[src/rtl/td_cpu.sv]
// td_cpu: parametrised TD4-class core; a fetch/execute FSM runs one instruction per tick from a synchronous ROM.
// Optional macro TD_CPU_HALT_EN turns opcode 1100 into HALT (absorbing HALTED state). ADDR_W must not exceed DATA_W.
module td_cpu #(
    parameter int DATA_W = 4,
    parameter int ADDR_W = 4
) (
    input  logic              clock,
    input  logic              reset,
    input  logic              tick,
    output logic [ADDR_W-1:0] rom_addr,
    input  logic [DATA_W+3:0] rom_data,
    input  logic [DATA_W-1:0] user_in,
    output logic [DATA_W-1:0] user_out,
    output logic              carry,
    output logic              retire,
    output logic              halted
);

    typedef enum logic [1:0] {
        ST_FETCH  = 2'b00,
        ST_EXEC   = 2'b01
`ifdef TD_CPU_HALT_EN
        , ST_HALTED = 2'b10
`endif
    } state_t;

    state_t            state_r, state_nx;
    logic [ADDR_W-1:0] pc_r, pc_nx, pc_inc_s;
    logic [DATA_W-1:0] a_r, a_nx, b_r, b_nx, out_r, out_nx;
    logic              carry_r, carry_nx, retire_r, retire_nx;
    logic [3:0]        opcode_s;
    logic [DATA_W-1:0] imm_s;

    // Carry-out lands in the extra top bit of the result.
    function automatic logic [DATA_W:0] add_im(input logic [DATA_W-1:0] r, input logic [DATA_W-1:0] im);
        return {1'b0, r} + {1'b0, im};
    endfunction

    assign opcode_s = rom_data[DATA_W+3:DATA_W];
    assign imm_s    = rom_data[DATA_W-1:0];
    assign pc_inc_s = pc_r + ADDR_W'(1);

`ifdef TD_CPU_HALT_EN
    logic halted_r, halted_nx;
`endif

    // Next-state decode: FETCH waits for tick, EXEC commits one instruction.
    always_comb begin
        state_nx  = state_r;
        pc_nx     = pc_r;
        a_nx      = a_r;
        b_nx      = b_r;
        out_nx    = out_r;
        carry_nx  = carry_r;
        retire_nx = 1'b0;
`ifdef TD_CPU_HALT_EN
        halted_nx = halted_r;
`endif
        case (state_r)
            ST_FETCH: begin
                if (tick) begin
                    state_nx = ST_EXEC;
                end else begin
                    state_nx = ST_FETCH;
                end
            end
            ST_EXEC: begin
                state_nx  = ST_FETCH;
                retire_nx = 1'b1;
                carry_nx  = 1'b0;
                pc_nx     = pc_inc_s;
                case (opcode_s)
                    4'b0000: {carry_nx, a_nx} = add_im(a_r, imm_s);
                    4'b0001: a_nx = b_r;
                    4'b0010: a_nx = user_in;
                    4'b0011: a_nx = imm_s;
                    4'b0100: b_nx = a_r;
                    4'b0101: {carry_nx, b_nx} = add_im(b_r, imm_s);
                    4'b0110: b_nx = user_in;
                    4'b0111: b_nx = imm_s;
                    4'b1001: out_nx = b_r;
                    4'b1011: out_nx = imm_s;
                    // JNC looks at the carry left by the previous instruction.
                    4'b1110: begin
                        if (!carry_r) begin
                            pc_nx = imm_s[ADDR_W-1:0];
                        end else begin
                            pc_nx = pc_inc_s;
                        end
                    end
                    4'b1111: pc_nx = imm_s[ADDR_W-1:0];
`ifdef TD_CPU_HALT_EN
                    4'b1100: begin
                        state_nx  = ST_HALTED;
                        pc_nx     = pc_r;
                        halted_nx = 1'b1;
                    end
`endif
                    default: pc_nx = pc_inc_s;
                endcase
            end
`ifdef TD_CPU_HALT_EN
            ST_HALTED: state_nx = ST_HALTED;
`endif
            default: state_nx = ST_FETCH;
        endcase
    end

    // State and architectural registers; reset discards any in-flight EXEC.
    always_ff @(posedge clock) begin
        if (!reset) begin
            state_r  <= ST_FETCH;
            pc_r     <= '0;
            a_r      <= '0;
            b_r      <= '0;
            out_r    <= '0;
            carry_r  <= 1'b0;
            retire_r <= 1'b0;
`ifdef TD_CPU_HALT_EN
            halted_r <= 1'b0;
`endif
        end else begin
            state_r  <= state_nx;
            pc_r     <= pc_nx;
            a_r      <= a_nx;
            b_r      <= b_nx;
            out_r    <= out_nx;
            carry_r  <= carry_nx;
            retire_r <= retire_nx;
`ifdef TD_CPU_HALT_EN
            halted_r <= halted_nx;
`endif
        end
    end

    assign rom_addr = pc_r;
    assign user_out = out_r;
    assign carry    = carry_r;
    assign retire   = retire_r;
`ifdef TD_CPU_HALT_EN
    assign halted   = halted_r;
`else
    assign halted   = 1'b0;
`endif

endmodule

[config.mk]
export PLATFORM = sky130hd
export DESIGN_NAME = td_cpu
export DESIGN_NICKNAME = d
export VERILOG_FILES = /design/src/rtl/td_cpu.sv
export SDC_FILE = /design/constraint.sdc
export NUM_CORES = 1
export LEC_CHECK = 0
export ABC_AREA = 1
export CAP_MARGIN = 20
export CORE_ASPECT_RATIO = 0.9
export CORE_MARGIN = 2
export CORE_UTILIZATION = 30
export CTS_CLUSTER_SIZE = 25
export DETAILED_ROUTE_END_ITERATION = 6
export PLACE_DENSITY_LB_ADDON = 0.2
export RECOVER_POWER = 50
export REMOVE_ABC_BUFFERS = 1
export SYNTH_ARGS = -nofsm -noshare
export SYNTH_HDL_FRONTEND = slang
export SYNTH_SLANG_ARGS = --single-unit
[constraint.sdc]
create_clock -name clock -period 2 [get_ports clock]
set_input_delay 0.2 -clock clock [delete_from_list [all_inputs] [get_ports clock]]
set_output_delay 0.2 -clock clock [all_outputs]
set_load 0.02 [all_outputs]
[After elaboration in Yosys (flattened, before gate mapping)]
Cells that the tools add are included.
Widths: inputs -> output; s select.
Cells by class
  order comparisons: 0
  bitwise gates (word level): 0
  multiply operators: 0
  mux-type cells: 8
  $add $sub $neg: 3
  shift operators: 0
  equality and inequality tests: 12
  divide/modulo/power cells: 0
  reductions and logical operators: 9
Operators by type and width (number)
  $pmux 4 s4: 2
  $eq 4x3->1 const B: 4
  $eq 4x4->1 const B: 4
  $pmux 4 s2: 2
  $add 4x4->5: 2
  $eq 4x2->1 const B: 2
  $reduce_and 2->1: 4
  $reduce_bool 4->1: 2
  $add 4x1->4 const B: 1
  $eq 4x1->1 const B: 1
  $logic_not 4->1: 1
  $mux 4: 1
  $eq 2x1->1 const B: 1
  $logic_not 2->1: 1
  $mux 1: 2
  $pmux 1 s2: 1
  $reduce_bool 2->1: 1
Word-level totals
  output and inout bits: 11
  bits in latches: 0
  ROM bits: 0
  bits in writable memories: 0
  bits in registers: 20
  memories kept: 0

[Logic depth before layout (Yosys ltp)]
  depth in word-level cells: 3
  mapped depth: 10

[Least setup slack after synthesis]
Ideal clock, no wire load.
  kind: register -> register
  from: register b_r[0]
  to: register b_r[1]
  clock period less this slack: 1.443 ns
  cell stages (with the launch flop): 9
  data arrival time: 1.324 ns
  setup slack: 0.557 ns
  data required time: 1.881 ns
  buffers on the path: 0
  setup time: 0.119 ns
  path through: dfxtp_1 > ha_1 > inv_1 > fa_1 > inv_1 > nand2_1 > nand2_1 > o21ai_1 > a21oi_1
Between the ends
  word-level cells in the longest chain between the ends: 2
Ends and longest elaborated chain
  from (decl): RTL line 29  | logic [DATA_W-1:0] a_r, a_nx, b_r, b_nx, out_r, out_nx;
  from (signal assigned): RTL line 126  | b_r <= b_nx;
  $add 4x4->5: RTL line 36  | return {1'b0, r} + {1'b0, im};
  $pmux 4 s4: RTL line 72  | case (opcode_s)
No other way between the ends.
A chain may end at the register's enable or synchronous reset.

[Worst setup path in the final report]
  from: input rom_data[0]
  to: register a_r[2]
Between the ends
  word-level cells in the longest chain between the ends: 2
Ends and longest elaborated chain
  from (decl): RTL line 11  | input logic [DATA_W+3:0] rom_data,
  $add 4x4->5: RTL line 36
  $pmux 4 s4: RTL line 72
  to (signal assigned): RTL line 125  | a_r <= a_nx;
  to (decl): RTL line 29
No other way between the ends.

==> impl_metrics.env <==
export IMPL_portBuffers=24
export IMPL_clock_sinks=19
export IMPL_fmax_mhz=580.4
export IMPL_ant_nets=0
export IMPL_clkTransAtPathRegs_ps=80
export IMPL_arrival_ps=1870
export IMPL_clk_latency_ps=260
export IMPL_root_buffer="clkbuf_8"
export IMPL_vias=1473
export IMPL_hpwl_mm=3.281
export IMPL_via_per_inst=4.721
export IMPL_io_pins=26
export IMPL_grt_max_degree=11
export IMPL_reg2reg_from="b_r[0]"
export IMPL_area_delta_synth_final_pct=27.60
export IMPL_crit_path_max_fanout=4
export IMPL_slowest_stage="clkdlybuf4s50_1"
export IMPL_maxCapViolations=0
export IMPL_stdcell_area_sq_um=1799
export IMPL_die_area_sq_um=5265
export IMPL_crit_path_start_kind="primary input"
export IMPL_netlist_instances=216
export IMPL_placed_area_sq_um=1773
export IMPL_route_detailed_wl_per_inst_um=12.98
export IMPL_ys_types=26
export IMPL_cpPeakStageDelay_ps=560
export IMPL_grt_ovfl_total=0
export IMPL_fin_nets=277
export IMPL_drtIter0Drc=101
export IMPL_path_common_cell="inv_1"
export IMPL_cts_setup_buffers=0
export IMPL_slew_violations=0
export IMPL_leakage_nw=0.8517
export IMPL_p_per_area_nw_per_um2=481.6
export IMPL_setup_tns_ps=0
export IMPL_core_area_sq_um=4489
export IMPL_synthesis_area_sq_um=1410
export IMPL_antenna_found_initial=0
export IMPL_final_hold_violation_count=0
export IMPL_rsz0062_at_grt="false"
export IMPL_synth_warning_count=0
export IMPL_hp_start="tick"
export IMPL_synth_seq_area_share=0.2697
export IMPL_floorplan_initialDensity=0.3141
export IMPL_drive_above_1_share=0.08800
export IMPL_h_tree_depth=1
export IMPL_finalSetupViolCount=0
export IMPL_grt_pass1_vias=1313
export IMPL_diodes=0
export IMPL_clock_skew_ps=4.816
export IMPL_cts_resized=0
export IMPL_min_path_type="primary input to flop"
export IMPL_startpoint="rom_data[0]"
export IMPL_period_share=0.8615
export IMPL_ctsHoldBuffers=0
export IMPL_crit_chain="clkdlybuf4s50_1, ha_1, inv_1, fa_1, nor2_1, buf_4, o31ai_1, inv_1, a21oi_1"
export IMPL_clockBufferDepth=2
export IMPL_cts_buffers_inserted=3
export IMPL_final_min_clock_period_ps=1723
export IMPL_wirelength_mm=4.051
export IMPL_crit_required_ps=2150
export IMPL_gp_congestion=0.8696
export IMPL_grt_pass1_wl_mm=6.651
export IMPL_path_class="primary input to flop"
export IMPL_cts_tree="done"
export IMPL_vdd_drop_max_mv=0.2931
export IMPL_fp_dieH_um=69.04
export IMPL_firstDrtPassIters=4
export IMPL_run_status="finished, final reports clean"
export IMPL_drc=0
export IMPL_endpoint_kind="flop"
export IMPL_die_w_um=76.27
export IMPL_grt_util_all_layers=0.1575
export IMPL_rows=23
export IMPL_ys_seq_elements=19
export IMPL_avgSynthCellArea_sq_um=6.528
[layout by cell type (no fill, tap or decap)]
cell type,synthesis,routed
o211ai_1,8,8
nand4_1,3,3
o21ai_0,7,8
inv_1,29,32
nor2_4,3,2
nand3_2,1,1
o31ai_1,1,1
nand2_1,56,57
conb_1,1,1
clkbuf_8,0,3
buf_4,1,7
clkbuf_1,0,1
nand2_2,3,3
a21oi_1,16,17
inv_2,6,2
fa_1,2,2
nor2_1,21,22
clkinv_1,0,1
dlygate4sd3_1,0,6
nor3_2,1,1
dfxtp_1,19,19
nor3_1,1,1
xnor2_1,1,1
ha_1,9,9
xor2_1,1,1
clkdlybuf4s50_1,0,18
o21ai_1,5,4
nand2_4,2,1
nand3_1,16,16
nor2_2,2,2
[where the power goes]
group / internal (mW) / switching [mW] / total (mW)
Clock: 0.142 / 0.137 / 0.279
Sequential: 0.389 / 0.0110 / 0.400
Combinational: 0.0756 / 0.112 / 0.188
Total: 0.607 / 0.260 / 0.866
[layer usage]
| layer | share of wire | global-route usage | wire length [um] |
|---|---|---|---|
| met5 | 0 | 0 | 0 |
| met4 | 0.0047 | 0.01212 | 19 |
| met3 | 0.063 | 0.03927 | 257 |
| met2 | 0.42 | 0.2380 | 1684 |
| met1 | 0.52 | 0.2351 | 2090 |
[final cells by class]
cell class	count	area, sq um
fillers	492	2690
flip-flops and latches	19	380.4
repair buffers	31	292.8
multi-input cells	161	872.1
inverters	35	131.4
clock buffers	4	45.04
well taps	62	77.57
[cell families (layout without fill, tap and decap cells)]
| logic type | after synthesis | after routing | synth area share |
|---|---|---|---|
| AO/OA/AOI/OAI | 38 | 38 | 0.1535 |
| XOR/XNOR | 2 | 2 | 0.01242 |
| adder cells (fa/ha/maj) | 11 | 11 | 0.1083 |
| buffers and inverters | 36 | 70 | 0.09849 |
| flip-flops | 19 | 19 | 0.2697 |
| other | 1 | 1 | 0.002659 |
| AND/OR/NAND/NOR | 109 | 109 | 0.3549 |
[metrics by stage]
step	util	power (mW)	worst slack (ps)	hold slack, ps	std cells
floorplan	-	0.5068	557.0	312.2	215
global placement	0.3949	0.6028	16.12	482.8	308
detailed placement	0.3949	0.6007	19.83	486.3	308
CTS	0.4050	0.8859	293.7	449.2	312
global route	0.4008	0.9153	139.3	481.6	312
finish	0.4008	0.8664	277.1	450.9	312
[flip-flops by register name (all words and copies together), names as in the netlist]
register / flops
retire: 1
state_r: 1
rom_addr: 4
carry: 1
b_r: 4
a_r: 4
user_out: 4
[final timing paths]
kind	to	slack (ps)	depth (start not counted)
min	state_r[0]	450	3
max reg2reg	b_r[2]	350	9
max	a_r[2]	280	9
min reg2reg	rom_addr[1]	500	2
[worst max-delay path: cells and delay by family]
| family | cells | cell delay (ps) |
|---|---|---|
| AO/OA/AOI/OAI | 2 | 120 |
| AND/OR/NAND/NOR | 1 | 150 |
| adder cells (fa/ha/maj) | 2 | 600 |
| buffers and inverters | 4 | 800 |
[cells in the mapped netlist (all sizes together)]
library cell,count,share of area
nand2,61,0.18
ha,9,0.080
o21ai,12,0.043
dfxtp,19,0.27
o31ai,1,0.0053
o211ai,8,0.043
xnor2,1,0.0062
nor3,2,0.011
inv,35,0.093
nand4,3,0.013
nand3,17,0.064
nor2,26,0.089
fa,2,0.028
xor2,1,0.0062
a21oi,17,0.063
buf,1,0.0053
conb,1,0.0027
Power figures use the tool's default switching activity.
